**src/rtl/econet_collision_if.sv**
```systemverilog
// Econet collision detector signal bundle: config/ack toggles from the hwctl side,
// async line inputs, and the detector outputs.
interface econet_collision_if #(
  parameter int PWM_BITS = 8
);
  logic [PWM_BITS-1:0] cfg_ref_level;
  logic                cfg_enable;
  logic                cfg_load_toggle;
  logic                ack_toggle;
  logic                transmitting;
  logic                collision_detect;
  logic                collision_ref_pwm;
  logic                collision_flag;
  logic [7:0]          collision_count;

  modport master (
    output cfg_ref_level, cfg_enable, cfg_load_toggle, ack_toggle,
           transmitting, collision_detect,
    input  collision_ref_pwm, collision_flag, collision_count
  );

  modport slave (
    input  cfg_ref_level, cfg_enable, cfg_load_toggle, ack_toggle,
           transmitting, collision_detect,
    output collision_ref_pwm, collision_flag, collision_count
  );
endinterface

```
**src/rtl/econet_collision_detect.sv**
```systemverilog
// Econet collision detector on the raw input_clk: sigma-delta comparator reference,
// blanked + filtered comparator sampling during tx, sticky flag and saturating count.
module econet_collision_detect #(
  parameter int PWM_BITS     = 8,
  parameter int FILTER_LEN   = 16,
  parameter int BLANK_CYCLES = 64,
  parameter int SYNC_STAGES  = 2
) (
  input  logic              input_clk,
  input  logic              reset,
  econet_collision_if.slave bus
);

  localparam logic [15:0] BLANK_LAST  = 16'(BLANK_CYCLES - 1);
  localparam logic [15:0] FILTER_LAST = 16'(FILTER_LEN - 1);

  typedef enum logic [1:0] {S_IDLE, S_BLANK, S_ARMED, S_LATCHED} st_t;

  // bit 0 tx, 1 comparator, 2 cfg toggle, 3 ack toggle
  logic [SYNC_STAGES-1:0][3:0] sync_q;
  logic                        tx_s, cd_s, cfg_s, ack_s;
  logic                        cfg_hist_q, ack_hist_q;
  logic                        cfg_ev, ack_ev;

  logic [PWM_BITS-1:0] ref_q;
  logic                en_q;
  logic [PWM_BITS-1:0] acc_q;
  logic [PWM_BITS:0]   acc_d;
  logic                pwm_q;

  st_t         st_q;
  logic [15:0] cnt_q;
  logic        flag_q;
  logic [7:0]  count_q;

  always_ff @(posedge input_clk or posedge reset) begin
    if (reset) begin
      sync_q     <= '0;
      cfg_hist_q <= 1'b0;
      ack_hist_q <= 1'b0;
    end else begin
      sync_q     <= {sync_q[SYNC_STAGES-2:0],
                     {bus.ack_toggle, bus.cfg_load_toggle, bus.collision_detect, bus.transmitting}};
      cfg_hist_q <= cfg_s;
      ack_hist_q <= ack_s;
    end
  end

  assign tx_s   = sync_q[SYNC_STAGES-1][0];
  assign cd_s   = sync_q[SYNC_STAGES-1][1];
  assign cfg_s  = sync_q[SYNC_STAGES-1][2];
  assign ack_s  = sync_q[SYNC_STAGES-1][3];
  assign cfg_ev = cfg_s ^ cfg_hist_q;
  assign ack_ev = ack_s ^ ack_hist_q;

  // cfg_* are held stable by the sender across the sync window, so direct capture is safe
  always_ff @(posedge input_clk or posedge reset) begin
    if (reset) begin
      ref_q <= {1'b1, {(PWM_BITS-1){1'b0}}};
      en_q  <= 1'b0;
    end else if (cfg_ev) begin
      ref_q <= bus.cfg_ref_level;
      en_q  <= bus.cfg_enable;
    end
  end

  assign acc_d = {1'b0, acc_q} + {1'b0, ref_q};

  always_ff @(posedge input_clk or posedge reset) begin
    if (reset) begin
      acc_q <= '0;
      pwm_q <= 1'b0;
    end else begin
      acc_q <= acc_d[PWM_BITS-1:0];
      pwm_q <= acc_d[PWM_BITS];
    end
  end

  always_ff @(posedge input_clk or posedge reset) begin
    if (reset) begin
      st_q    <= S_IDLE;
      cnt_q   <= '0;
      flag_q  <= 1'b0;
      count_q <= '0;
    end else begin
      // a detection in the same cycle overrides this clear below
      if (ack_ev) flag_q <= 1'b0;
      case (st_q)
        S_IDLE: begin
          cnt_q <= '0;
          if (en_q && tx_s) st_q <= S_BLANK;
        end
        S_BLANK: begin
          if (!tx_s || !en_q) begin
            st_q  <= S_IDLE;
            cnt_q <= '0;
          end else if (cnt_q == BLANK_LAST) begin
            st_q  <= S_ARMED;
            cnt_q <= '0;
          end else begin
            cnt_q <= cnt_q + 16'd1;
          end
        end
        S_ARMED: begin
          if (!tx_s || !en_q) begin
            st_q  <= S_IDLE;
            cnt_q <= '0;
          end else if (!cd_s) begin
            cnt_q <= '0;
          end else if (cnt_q == FILTER_LAST) begin
            flag_q <= 1'b1;
            if (count_q != 8'hFF) count_q <= count_q + 8'd1;
            st_q  <= S_LATCHED;
            cnt_q <= '0;
          end else begin
            cnt_q <= cnt_q + 16'd1;
          end
        end
        S_LATCHED: begin
          // held until tx ends so the tx block sees one stable detection
          if (!tx_s || !en_q) st_q <= S_IDLE;
        end
        default: st_q <= S_IDLE;
      endcase
    end
  end

  assign bus.collision_ref_pwm = pwm_q;
  assign bus.collision_flag    = flag_q;
  assign bus.collision_count   = count_q;

endmodule

```
**src/flat_wrapper.sv**
```systemverilog
// flat-port wrapper written by rule: the top's interface ports become plain ports
module econet_collision_detect_flat 
#(
  parameter int PWM_BITS     = 8,
  parameter int FILTER_LEN   = 16,
  parameter int BLANK_CYCLES = 64,
  parameter int SYNC_STAGES  = 2
)
  (input_clk, reset, bus_cfg_ref_level, bus_cfg_enable, bus_cfg_load_toggle, bus_ack_toggle, bus_transmitting, bus_collision_detect, bus_collision_ref_pwm, bus_collision_flag, bus_collision_count);
  econet_collision_if #(.PWM_BITS(PWM_BITS)) bus_i ();
  input  logic input_clk;
  input  logic reset;
  input wire logic [$bits(bus_i.cfg_ref_level)-1:0] bus_cfg_ref_level;
  input wire logic [$bits(bus_i.cfg_enable)-1:0] bus_cfg_enable;
  input wire logic [$bits(bus_i.cfg_load_toggle)-1:0] bus_cfg_load_toggle;
  input wire logic [$bits(bus_i.ack_toggle)-1:0] bus_ack_toggle;
  input wire logic [$bits(bus_i.transmitting)-1:0] bus_transmitting;
  input wire logic [$bits(bus_i.collision_detect)-1:0] bus_collision_detect;
  output wire logic [$bits(bus_i.collision_ref_pwm)-1:0] bus_collision_ref_pwm;
  output wire logic [$bits(bus_i.collision_flag)-1:0] bus_collision_flag;
  output wire logic [$bits(bus_i.collision_count)-1:0] bus_collision_count;
  assign bus_i.cfg_ref_level = bus_cfg_ref_level;
  assign bus_i.cfg_enable = bus_cfg_enable;
  assign bus_i.cfg_load_toggle = bus_cfg_load_toggle;
  assign bus_i.ack_toggle = bus_ack_toggle;
  assign bus_i.transmitting = bus_transmitting;
  assign bus_i.collision_detect = bus_collision_detect;
  assign bus_collision_ref_pwm = bus_i.collision_ref_pwm;
  assign bus_collision_flag = bus_i.collision_flag;
  assign bus_collision_count = bus_i.collision_count;
  econet_collision_detect #(.PWM_BITS(PWM_BITS), .FILTER_LEN(FILTER_LEN), .BLANK_CYCLES(BLANK_CYCLES), .SYNC_STAGES(SYNC_STAGES)) u_core (.input_clk(input_clk), .reset(reset), .bus(bus_i));
endmodule
```
**config.mk**
```make
export PLATFORM = sky130hd
export DESIGN_NAME = econet_collision_detect_flat
export DESIGN_NICKNAME = d
export VERILOG_FILES = /design/src/rtl/econet_collision_if.sv /design/src/rtl/econet_collision_detect.sv /design/src/flat_wrapper.sv
export SDC_FILE = /design/constraint.sdc
export NUM_CORES = 1
export LEC_CHECK = 0
export CORE_UTILIZATION = 52
export CTS_CLUSTER_DIAMETER = 100
export DETAILED_ROUTE_END_ITERATION = 16
export PLACE_DENSITY = 0.76
export SLEW_MARGIN = 0
export SYNTH_ARGS = -nofsm -noshare
export SYNTH_HDL_FRONTEND = slang
export SYNTH_SLANG_ARGS = --single-unit
export TNS_END_PERCENT = 50
```
**constraint.sdc**
```tcl
create_clock -name input_clk -period 2 [get_ports input_clk]
set_clock_uncertainty 0.2 [all_clocks]
set_input_delay 0.3 -clock input_clk [delete_from_list [all_inputs] [get_ports input_clk]]
set_output_delay 0.3 -clock input_clk [all_outputs]
set_load 0.02 [all_outputs]
```
==> metrics.txt, run 1 <==
# TYPE chip_impl_metric gauge
chip_impl_metric{name="start_util",unit="%"} 54.4
chip_impl_metric{name="wl",unit="um"} 6200
chip_impl_metric{name="std_cell_rows",unit=""} 26
chip_impl_info{name="hold_path_class",value="in -> async"} 1
chip_impl_metric{name="critical_path_arrival",unit="ns"} 2.17
chip_impl_metric{name="final_hold_viol_count",unit=""} 0
chip_impl_info{name="ctsRootBufferMaster",value="clkbuf_8"} 1
chip_impl_metric{name="syn_area",unit="um2"} 2810
chip_impl_metric{name="maxSlewHeadroom",unit="%"} 73.7
chip_impl_info{name="clock_tree_from_tritoncts",value="done"} 1
chip_impl_metric{name="design.die.area",unit="um2"} 5710
chip_impl_metric{name="layoutNonFillerInstCount",unit=""} 385
chip_impl_info{name="critPathLaunchType",value="register"} 1
chip_impl_metric{name="filler_cell_count",unit=""} 356
chip_impl_info{name="critical_path_class",value="reg -> reg"} 1
chip_impl_metric{name="clock_insertion_delay_worst_skew",unit="ns"} 0.32
chip_impl_metric{name="first_global_vias",unit=""} 2184
chip_impl_metric{name="routed-wl-met3",unit="um"} 231
chip_impl_metric{name="antenna_left",unit=""} 0
chip_impl_metric{name="synthesis.area_per_instance",unit="um2"} 11.4
chip_impl_metric{name="syn_inst",unit=""} 246
chip_impl_metric{name="yosys_warnings",unit=""} 0
chip_impl_metric{name="cts_buffers",unit=""} 5
chip_impl_metric{name="required",unit="ns"} 2.05
chip_impl_metric{name="grt_pass1_wl",unit="um"} 9970
chip_impl_metric{name="place.port_buffers",unit=""} 24
chip_impl_info{name="violations_in_the_final_reports",value="setup timing"} 1
chip_impl_metric{name="tightest_slew",unit="ns"} 0.393
chip_impl_metric{name="route.detailed.vias_per_inst",unit=""} 5.64
chip_impl_info{name="timing.critical_path.from",value="u_core.st_q[1]"} 1
chip_impl_info{name="rsz_0062_raised_after_global_routing",value="true"} 1
chip_impl_metric{name="wl_met1",unit="um"} 2540
chip_impl_metric{name="ios",unit=""} 25
chip_impl_metric{name="maxCapViolations",unit=""} 0
chip_impl_metric{name="netlist-cell-type-count",unit=""} 52
chip_impl_metric{name="grt_residual_overflow",unit=""} 0
chip_impl_metric{name="nNetsFinal",unit=""} 345
chip_impl_metric{name="cts.path.max_buffers",unit=""} 2
chip_impl_metric{name="num_antenna_cells",unit=""} 0
chip_impl_metric{name="synth_sequential_area_ratio",unit="%"} 49.0
chip_impl_metric{name="remaining_drc_errors",unit=""} 0
chip_impl_metric{name="floorplan.die.width",unit="um"} 75.6
chip_impl_metric{name="final_layout_size_suffix_gt1_share",unit="%"} 35.6
chip_impl_metric{name="vdd_ir_drop_max",unit="uV"} 691
chip_impl_metric{name="routed_via_count",unit=""} 2170
chip_impl_metric{name="htreeDepth",unit=""} 2
chip_impl_metric{name="place_congestion",unit=""} 0.844
chip_impl_metric{name="drt_iter0_drcs",unit=""} 148
chip_impl_metric{name="design.core.area",unit="um2"} 5170
chip_impl_metric{name="cts.sink_count",unit=""} 55
chip_impl_metric{name="route.met2.wl",unit="um"} 3280
chip_impl_metric{name="crit_fanout",unit=""} 5
chip_impl_metric{name="holdWs",unit="ns"} 0.0677
chip_impl_metric{name="area.growth.synth_to_final",unit="%"} 32.1
chip_impl_info{name="end_kind",value="register"} 1
chip_impl_metric{name="clock_pin_slew_worst_setup_and_hold_paths",unit="ns"} 0.11
chip_impl_metric{name="timing.final.crit_share",unit="%"} 106
chip_impl_metric{name="fmax",unit="GHz"} 0.473
chip_impl_metric{name="postSynthNetCount",unit=""} 277
chip_impl_metric{name="grt_util_all_layers",unit="%"} 23.6
chip_impl_metric{name="router_iterations_before_antenna_repair",unit=""} 4
chip_impl_metric{name="antenna_found_initial",unit=""} 0
chip_impl_metric{name="setup_viol",unit=""} 17
chip_impl_info{name="maxUsedRoutingLayer",value="met4"} 1
chip_impl_metric{name="cellLeakagePower",unit="nW"} 1.66
chip_impl_metric{name="final_min_period",unit="ns"} 2.11
chip_impl_metric{name="die_h",unit="um"} 75.6
chip_impl_metric{name="synth-seq-cells",unit=""} 55
chip_impl_metric{name="grt_max_degree",unit=""} 25
chip_impl_metric{name="powerDensity",unit="nW/um2"} 970
chip_impl_info{name="worst_r2r_startpoint",value="u_core.st_q[1]"} 1
chip_impl_metric{name="post_drt_wl_per_cell",unit="um"} 16.1
chip_impl_metric{name="reg2regPathDepth",unit=""} 8
chip_impl_metric{name="placedCellCount",unit=""} 368
chip_impl_metric{name="slew_violations",unit=""} 0
chip_impl_metric{name="setup_slack",unit="ns"} -0.114
chip_impl_info{name="outcome",value="finished, violations left"} 1
chip_impl_metric{name="dpl.hpwl",unit="um"} 4050
## registers in the layout, summed over array words and instances (netlist names)
signal	cells
u_core.cfg_hist_q	1
u_core.bus.collision_ref_pwm	1
u_core.ref_q	8
u_core.cfg_s	1
u_core.cd_s	1
u_core.ack_hist_q	1
u_core.en_q	1
u_core.sync_q	5
u_core.acc_q	8
u_core.bus.collision_flag	1
u_core.st_q	2
u_core.cnt_q	16
u_core.ack_s	1
u_core.bus.collision_count	8
## power by group
group / internal (W) / switching [W] / leakage, nW
registers: 0.00128 / 0.000104 / 0.695
logic: 0.000698 / 0.000730 / 0.901
clock network: 0.000387 / 0.000406 / 0.0607
## cells by family (layout without fill, tap and decap cells)
group	Yosys count	count (layout)	share of synthesized area, %
adder cells (fa/ha/maj)	16	16	7.38
XOR/XNOR	13	13	4.05
AO/OA/AOI/OAI	44	44	12.1
flip-flops	55	55	49.0
buffers and inverters	15	84	2.67
AND/OR/NAND/NOR	82	82	16.9
multiplexers	21	21	8.05
## timing repair
item	CTS	global route
hold buffers	0	0
pin swaps	9	9
resized for setup	22	14
endpoints found under the setup margin	18	26
gates cloned	1	0
buffers inserted	8	0
## stage by stage
stage	setup TNS (ns)	util [%]	cell area (um2)	total power (W)	setup WS, ns
floorplan	-0.0110	-	2830	0.00221	-0.0110
global route	-2.58	71.9	3720	0.00382	-0.198
finish	-1.04	71.9	3720	0.00361	-0.114
global placement	-0.0760	65.6	3390	0.00253	-0.0285
detailed placement	-0.865	65.6	3390	0.00262	-0.155
CTS	-0.156	70.8	3660	0.00355	-0.0358
## cell usage after synthesis (all sizes together)
cell type	instances	share of area, %
a21oi	7	1.4
a31oi	5	1.1
xnor2	4	1.2
nand2b	1	0.22
o21bai	2	0.67
a21boi	1	0.27
fa	1	0.71
dfrtp	54	48
and2	1	0.22
a22oi	2	0.53
nand3	14	3.1
o21ai	8	1.4
mux2i	8	2.8
clkbuf	3	0.40
nor3	6	1.9
o2111ai	1	0.93
or2	1	0.22
and4	2	0.67
ha	15	6.7
or3	1	0.22
a21o	1	0.27
nand4	4	0.89
and3	2	0.62
inv	9	1.2
xor2	9	2.8
buf	3	1.1
nand2	21	2.9
nor3b	1	0.67
a311oi	1	0.31
a22o	6	1.9
o31ai	2	0.71
a32o	2	0.76
nor2	25	3.6
dfstp	1	0.93
a31o	5	1.6
nor4	3	1.6
o21a	1	0.27
mux2	13	5.2
## worst max-delay path, stage by stage (launching register included)
cell and delay [ns]:
dfrtp_2 0.49, inv_4 0.10, ha_4 0.12, nand3_2 0.10, a32o_2 0.28, a311oi_2 0.32, buf_4 0.21, nand4_1 0.09
mux2i_1 0.15
## final timing paths
check,endpoint,slack [ns]
max,u_core.cnt_q[11],-0.11
min,u_core.cnt_q[11],0.07
max reg2reg,u_core.cnt_q[11],-0.11
min reg2reg,u_core.sync_q[4],0.15
max in group asynchronous,u_core.ref_q[7],1.00
min in group input_clk,u_core.sync_q[4],0.15
## cell type report
cell class                 instances  area (um2)  area share (%)
tap                               70        87.6            2.36
sequential                        55        1380            37.1
timing repair buffer              67         586            15.7
clock buffer                       5        68.8            1.85
multi-input combinational        176        1510            40.6
clock inverter                     3        50.0            1.35
inverter                           9        36.3           0.976
## layer usage
metal	track usage, %	vias to the layer above
li1	-	1018
met1	29.3	1077
met2	40.3	57
met3	4.63	18
met4	10.1	0
met5	0	-
## placed cells by master, fill, tap and decap left out, drive strengths merged, types with 3 or more instances in the layout
master | synthesis | final
a21oi | 7 | 7
a22o | 6 | 6
a31o | 5 | 5
a31oi | 5 | 5
buf | 3 | 43
clkbuf | 3 | 5
clkdlybuf4s50 | 0 | 24
dfrtp | 54 | 54
ha | 15 | 15
inv | 9 | 11
mux2 | 13 | 13
mux2i | 8 | 8
nand2 | 21 | 21
nand3 | 14 | 14
nand4 | 4 | 4
nor2 | 25 | 25
nor3 | 6 | 6
nor4 | 3 | 3
o21ai | 8 | 8
xnor2 | 4 | 4
xor2 | 9 | 9
Note: power is estimated with default switching activity, not from simulation.
==> inputs of run 2 (changes only) <==
GPL_TIMING_DRIVEN = 0   (was default)
SLEW_MARGIN = 40   (was 0)
==> metrics.txt, run 2 (synthesis gave the netlist of run 1 again) <==
# TYPE chip_impl_metric gauge
chip_impl_metric{name="grt_residual_overflow",unit=""} 0
chip_impl_metric{name="clkPwrFrac",unit="%"} 19.3
chip_impl_metric{name="grt_util_all_layers",unit="%"} 20.0
chip_impl_info{name="critical_path_class",value="reg -> reg"} 1
chip_impl_metric{name="cts.sink_count",unit=""} 55
chip_impl_info{name="end_kind",value="register"} 1
chip_impl_info{name="violations_in_the_final_reports",value="setup timing"} 1
chip_impl_metric{name="powerDensity",unit="nW/um2"} 950
chip_impl_metric{name="htreeDepth",unit=""} 2
chip_impl_metric{name="critical_path_arrival",unit="ns"} 2.10
chip_impl_metric{name="antenna_found_initial",unit=""} 0
chip_impl_metric{name="die_h",unit="um"} 75.6
chip_impl_metric{name="area.growth.synth_to_final",unit="%"} 28.5
chip_impl_info{name="final_common_cell",value="dfrtp_1"} 1
chip_impl_metric{name="maxSlewHeadroom",unit="%"} 62.1
chip_impl_metric{name="crit_fanout",unit=""} 5
chip_impl_metric{name="place.port_buffers",unit=""} 24
chip_impl_metric{name="design_area",unit="um2"} 3620
chip_impl_info{name="critical_path.cell_chain",value="inv_4 > ha_4 > nand3_4 > o21bai_4 > a311oi_4 > buf_6 > nand4_1 > mux2i_1"} 1
chip_impl_metric{name="final_hold_viol_count",unit=""} 0
chip_impl_metric{name="tightest_slew",unit="ns"} 0.568
chip_impl_metric{name="grt_max_degree",unit=""} 38
chip_impl_metric{name="first_global_vias",unit=""} 1871
chip_impl_metric{name="cts_buffers",unit=""} 5
chip_impl_metric{name="routed_via_count",unit=""} 2037
chip_impl_metric{name="slew_violations",unit=""} 0
chip_impl_metric{name="setup_slack",unit="ns"} -0.0586
chip_impl_metric{name="grt_pass1_wl",unit="um"} 8380
chip_impl_metric{name="maxCapViolations",unit=""} 0
chip_impl_info{name="critPathLaunchType",value="register"} 1
chip_impl_metric{name="placedInstanceArea",unit="um2"} 3180
chip_impl_metric{name="clock_insertion_delay_worst_skew",unit="ns"} 0.31
chip_impl_metric{name="post_drt_wl_per_cell",unit="um"} 14.9
chip_impl_metric{name="num_antenna_cells",unit=""} 0
chip_impl_metric{name="fmax",unit="GHz"} 0.486
chip_impl_metric{name="filler_cell_count",unit=""} 337
chip_impl_metric{name="power.share.combinational",unit="%"} 40.6
chip_impl_metric{name="route.detailed.vias_per_inst",unit=""} 5.49
chip_impl_metric{name="share_seq_of_total_power",unit="%"} 40.1
chip_impl_info{name="critical_path.slowest_cell",value="dfrtp_2"} 1
chip_impl_metric{name="vdd_ir_drop_max",unit="uV"} 897
chip_impl_metric{name="final_min_period",unit="ns"} 2.06
chip_impl_metric{name="wl",unit="um"} 5520
chip_impl_metric{name="floorplan.die.width",unit="um"} 75.6
chip_impl_info{name="outcome",value="finished, violations left"} 1
chip_impl_metric{name="std_cell_rows",unit=""} 26
chip_impl_metric{name="p_switching",unit="W"} 0.00119
chip_impl_info{name="hold_path_class",value="in -> async"} 1
chip_impl_metric{name="totalPowerFinal",unit="W"} 0.00344
chip_impl_info{name="clock_tree_from_tritoncts",value="done"} 1
chip_impl_metric{name="ctsHoldBuffers",unit=""} 0
chip_impl_metric{name="cellLeakagePower",unit="nW"} 1.55
chip_impl_metric{name="dp_worst_setup_slack",unit="ns"} -0.360
chip_impl_metric{name="setup_viol",unit=""} 10
chip_impl_metric{name="cts.path.max_buffers",unit=""} 2
chip_impl_metric{name="p_int",unit="W"} 0.00225
chip_impl_info{name="layout_common_cells",value="dfrtp_1, clkdlybuf4s50_1, nor2_1"} 1
chip_impl_metric{name="p_sw_share",unit="%"} 34.5
chip_impl_metric{name="remaining_drc_errors",unit=""} 0
chip_impl_info{name="top_register",value="u_core.cnt_q"} 1
chip_impl_metric{name="final_layout_size_suffix_gt1_share",unit="%"} 34.2
chip_impl_metric{name="largest_register_ffs",unit=""} 16
chip_impl_metric{name="design.core.area",unit="um2"} 5170
chip_impl_metric{name="router_iterations_before_antenna_repair",unit=""} 4
chip_impl_info{name="ctsRootBufferMaster",value="clkbuf_8"} 1
chip_impl_metric{name="timing.critical_path.slowest_cell_delay",unit="ns"} 0.48
chip_impl_metric{name="start_util",unit="%"} 54.4
chip_impl_metric{name="ios",unit=""} 25
chip_impl_metric{name="placedCellCount",unit=""} 341
chip_impl_metric{name="timing.final.crit_share",unit="%"} 103
chip_impl_metric{name="place_congestion",unit=""} 0.836
chip_impl_metric{name="required",unit="ns"} 2.04
chip_impl_metric{name="nNetsFinal",unit=""} 331
chip_impl_metric{name="reg2regPathDepth",unit=""} 8
chip_impl_metric{name="clock_pin_slew_worst_setup_and_hold_paths",unit="ns"} 0.11
chip_impl_metric{name="layoutNonFillerInstCount",unit=""} 371
chip_impl_info{name="rsz_0062_raised_after_global_routing",value="true"} 1
chip_impl_metric{name="drt_iter0_drcs",unit=""} 124
chip_impl_metric{name="design.die.area",unit="um2"} 5710
chip_impl_metric{name="dpl.hpwl",unit="um"} 3480
chip_impl_metric{name="antenna_left",unit=""} 0
==> run 2: changes by cell type in the layout (fill, tap and decap cells not counted), moves of 2 or more <==
| cell | before | now |
|---|---|---|
| dfrtp_2 | 3 | 9 |
| buf_4 | 40 | 21 |
| dfrtp_1 | 51 | 45 |
| buf_6 | 0 | 4 |
| o21ai_0 | 4 | 6 |
| clkbuf_2 | 0 | 2 |
==> run 2: per-stage QoR <==
| stage | hold WS (ns) | util, % | TNS (ns) |
|---|---|---|---|
| after floorplan | 0.131 | - | -0.0110 |
| after global placement | 0.132 | 61.0 | -48.75 |
| after global routing | 0.103 | 69.9 | -1.27 |
| after CTS | 0.0736 | 66.8 | -0.749 |
| final | 0.0703 | 69.9 | -0.366 |
| after detailed placement | 0.135 | 61.6 | -3.90 |
==> run 2: final cells by class <==
type                       instances  area (um2)  share of cell area, %
buffer                             6        47.5                   1.31
clock buffer                       6        82.6                   2.28
clock inverter                     2        20.0                  0.554
inverter                           9        38.8                   1.07
multi-input combinational        176        1520                   42.1
sequential                        55        1390                   38.4
tap                               70        87.6                   2.42
timing repair buffer              47         429                   11.9
==> run 2: power by group through the flow <==
stage | sequential, W | clock, W | combinational, W
CTS | 0.00137 | 0.000686 | 0.00125
finish | 0.00138 | 0.000662 | 0.00140
global route | 0.00139 | 0.000719 | 0.00152
floorplan | 0.00138 | 0 | 0.000832
global placement | 0.00138 | 0 | 0.00104
detailed placement | 0.00139 | 0 | 0.00109
==> run 2: path summary, 6_finish.rpt <==
check                            startpoint          endpoint  slack [ns]
max in group asynchronous             reset   u_core.ref_q[7]        1.01
setup reg to reg             u_core.st_q[1]  u_core.cnt_q[11]       -0.06
hold / removal                        reset   u_core.cnt_q[6]        0.07
hold reg to reg            u_core.sync_q[2]      u_core.cfg_s        0.16
min in group input_clk     u_core.sync_q[2]      u_core.cfg_s        0.16
setup / recovery             u_core.st_q[1]  u_core.cnt_q[11]       -0.06
==> run 2: timing repair <==
action,4_1_cts,5_1_grt
resized for setup,19,27
pin swaps,8,13
buffers inserted,12,9
cloned,1,0
setup endpoints to repair,23,25
endpoints found under the hold margin,0,0
==> run 2: critical path, delay by kind of cell, from the launching register on <==
family,cells,cell delay [ns]
compound gates,2,0.58
buf+inv,2,0.28
fa+ha+maj,1,0.14
flops,1,0.48
simple gates,2,0.16
mux,1,0.13
==> run 2: per-layer routing <==
layer / routed length [um] / share of wire [%] / GRT usage, %
met1: 2520 / 46 / 25.3
met2: 2680 / 49 / 31.2
met3: 189 / 3.4 / 5.16
met4: 125 / 2.3 / 11.3
met5: 0 / 0 / 0
==> inputs of run 3 (changes only) <==
CORE_MARGIN = 2   (was default)
TNS_END_PERCENT = default   (was 50)
==> metrics.txt, run 3 (synthesis gave the netlist of run 1 again) <==
# TYPE chip_impl_metric gauge
chip_impl_info{name="layout_common_cells",value="dfrtp_1, buf_4, clkdlybuf4s50_1"} 1
chip_impl_metric{name="nNetsFinal",unit=""} 343
chip_impl_metric{name="remaining_drc_errors",unit=""} 0
chip_impl_metric{name="fmax",unit="GHz"} 0.474
chip_impl_metric{name="routed_via_count",unit=""} 2157
chip_impl_metric{name="antenna_left",unit=""} 0
chip_impl_info{name="clock_tree_from_tritoncts",value="done"} 1
chip_impl_metric{name="place_congestion",unit=""} 0.827
chip_impl_metric{name="design.core.area",unit="um2"} 5170
chip_impl_metric{name="slew_violations",unit=""} 0
chip_impl_metric{name="ios",unit=""} 25
chip_impl_metric{name="maxCapViolations",unit=""} 0
chip_impl_metric{name="timing.final.crit_share",unit="%"} 106
chip_impl_metric{name="setup_slack",unit="ns"} -0.110
chip_impl_metric{name="design.die.area",unit="um2"} 6020
chip_impl_info{name="critical_path.cell_chain",value="inv_2 > ha_4 > and4_4 > o31ai_4 > a311oi_4 > buf_4 > buf_6 > a22o_1"} 1
chip_impl_metric{name="ctsHoldBuffers",unit=""} 0
chip_impl_metric{name="crit_fanout",unit=""} 5
chip_impl_metric{name="floorplan.die.width",unit="um"} 77.6
chip_impl_metric{name="cts.sink_count",unit=""} 55
chip_impl_metric{name="cts.path.max_buffers",unit=""} 2
chip_impl_info{name="end_kind",value="register"} 1
chip_impl_metric{name="largest_register_ffs",unit=""} 16
chip_impl_metric{name="post_drt_wl_per_cell",unit="um"} 17.0
chip_impl_metric{name="start_util",unit="%"} 54.4
chip_impl_metric{name="cts_buffers",unit=""} 5
chip_impl_metric{name="dpl.hpwl",unit="um"} 3610
chip_impl_metric{name="critical_path_arrival",unit="ns"} 2.17
chip_impl_metric{name="maxSlewHeadroom",unit="%"} 62.3
chip_impl_metric{name="first_global_vias",unit=""} 2067
chip_impl_info{name="path_delay_family",value="compound AO/OA/AOI/OAI gates"} 1
chip_impl_metric{name="grt_max_degree",unit=""} 41
chip_impl_metric{name="setup_viol",unit=""} 14
chip_impl_metric{name="grt_residual_overflow",unit=""} 0
chip_impl_metric{name="router_iterations_before_antenna_repair",unit=""} 4
chip_impl_metric{name="place.port_buffers",unit=""} 24
chip_impl_metric{name="dp_worst_setup_slack",unit="ns"} -0.356
chip_impl_info{name="hold_path_class",value="in -> async"} 1
chip_impl_metric{name="vdd_ir_drop_max",unit="uV"} 884
chip_impl_info{name="critical_path.slowest_cell",value="dfrtp_1"} 1
chip_impl_metric{name="htreeDepth",unit=""} 2
chip_impl_metric{name="totalPowerFinal",unit="W"} 0.00371
chip_impl_metric{name="final_hold_viol_count",unit=""} 0
chip_impl_info{name="violations_in_the_final_reports",value="setup timing"} 1
chip_impl_info{name="rsz_0062_raised_after_global_routing",value="true"} 1
chip_impl_metric{name="antenna_found_initial",unit=""} 0
chip_impl_metric{name="required",unit="ns"} 2.06
chip_impl_info{name="top_register",value="u_core.cnt_q"} 1
chip_impl_metric{name="timing.critical_path.slowest_cell_delay",unit="ns"} 0.43
chip_impl_metric{name="clock_pin_slew_worst_setup_and_hold_paths",unit="ns"} 0.11
chip_impl_metric{name="die_h",unit="um"} 77.6
chip_impl_metric{name="clock_insertion_delay_worst_skew",unit="ns"} 0.32
chip_impl_metric{name="grt_util_all_layers",unit="%"} 21.2
chip_impl_metric{name="register_area",unit="um2"} 1390
chip_impl_metric{name="final_layout_size_suffix_gt1_share",unit="%"} 36.7
chip_impl_metric{name="multiInputGateArea",unit="um2"} 1590
chip_impl_metric{name="cp_bufs_invs",unit=""} 3
chip_impl_metric{name="grt_pass1_wl",unit="um"} 9950
chip_impl_metric{name="num_antenna_cells",unit=""} 0
chip_impl_info{name="final_common_cell",value="dfrtp_1"} 1
chip_impl_metric{name="cellLeakagePower",unit="nW"} 1.68
chip_impl_metric{name="final_min_period",unit="ns"} 2.11
chip_impl_metric{name="holdWs",unit="ns"} 0.0436
chip_impl_metric{name="std_cell_rows",unit=""} 26
chip_impl_metric{name="tightest_slew",unit="ns"} 0.565
chip_impl_info{name="outcome",value="finished, violations left"} 1
chip_impl_metric{name="drt_iter0_drcs",unit=""} 160
chip_impl_info{name="ctsRootBufferMaster",value="clkbuf_8"} 1
chip_impl_info{name="critical_path_class",value="reg -> reg"} 1
chip_impl_metric{name="route.detailed.vias_per_inst",unit=""} 5.63
chip_impl_metric{name="filler_cell_count",unit=""} 320
chip_impl_metric{name="area.growth.synth_to_final",unit="%"} 35.4
chip_impl_metric{name="wl",unit="um"} 6500
chip_impl_info{name="critPathLaunchType",value="register"} 1
chip_impl_metric{name="powerDensity",unit="nW/um2"} 974
## run 3: cell count changes in the layout (fill, tap and decap cells not counted), sizes merged
cell    delta
inv        +1
clkbuf     -1
bufinv     +1
buf       +12
clkinv     -1
## run 3: path summary, 6_finish.rpt
kind | from | to | slack [ns] | cells after the start
min reg2reg | u_core.sync_q[0] | u_core.sync_q[4] | 0.16 | 0
max reg2reg | u_core.st_q[0] | u_core.cnt_q[15] | -0.11 | 8
min in group input_clk | u_core.sync_q[0] | u_core.sync_q[4] | 0.16 | 0
max | u_core.st_q[0] | u_core.cnt_q[15] | -0.11 | 8
max in group asynchronous | reset | u_core.ref_q[7] | 1.03 | 3
min | reset | u_core.cnt_q[6] | 0.04 | 2
## run 3: routing by layer
layer | GRT usage, % | part of all wire (%) | wire length [um] | vias to the layer above
met5 | 0 | 0 | 0 | -
met4 | 8.39 | 1.9 | 124 | 0
met3 | 4.53 | 4.6 | 299 | 13
met2 | 34.5 | 52 | 3360 | 65
met1 | 27.6 | 42 | 2710 | 1061
li1 | - | - | - | 1018
## run 3: area by class of cell
| type | instances | area share (%) |
|---|---|---|
| multi-input cells | 176 | 41.8 |
| flip-flops and latches | 55 | 36.4 |
| repair buffers | 59 | 14.2 |
| well taps | 70 | 2.30 |
| clock buffers | 5 | 1.81 |
| clock inverters | 3 | 1.31 |
| plain buffers | 6 | 1.22 |
| inverters | 9 | 1.02 |
## run 3: repair_timing
action	4_1_cts	5_1_grt
setup endpoints to repair	23	28
pin swaps	19	16
gates cloned	1	0
resized for setup	25	38
endpoints found under the hold margin	0	0
setup buffers	23	12
## run 3: through the flow
stage / TNS (ns) / std cells / instance area, um2 / util, %
CTS: -0.179 / 373 / 3580 / 69.3
global route: -2.46 / 383 / 3810 / 73.7
detailed placement: -3.92 / 341 / 3180 / 61.6
global placement: -48.99 / 340 / 3150 / 61.0
floorplan: -0.0110 / 246 / 2830 / -
finish: -0.889 / 383 / 3810 / 73.7
## run 3: power by group
part	internal [W]	switching, W	total [W]
clock network	0.000387	0.000400	0.000786
logic	0.000776	0.000763	0.00154
registers	0.00128	0.000105	0.00138
total	0.00244	0.00127	0.00371
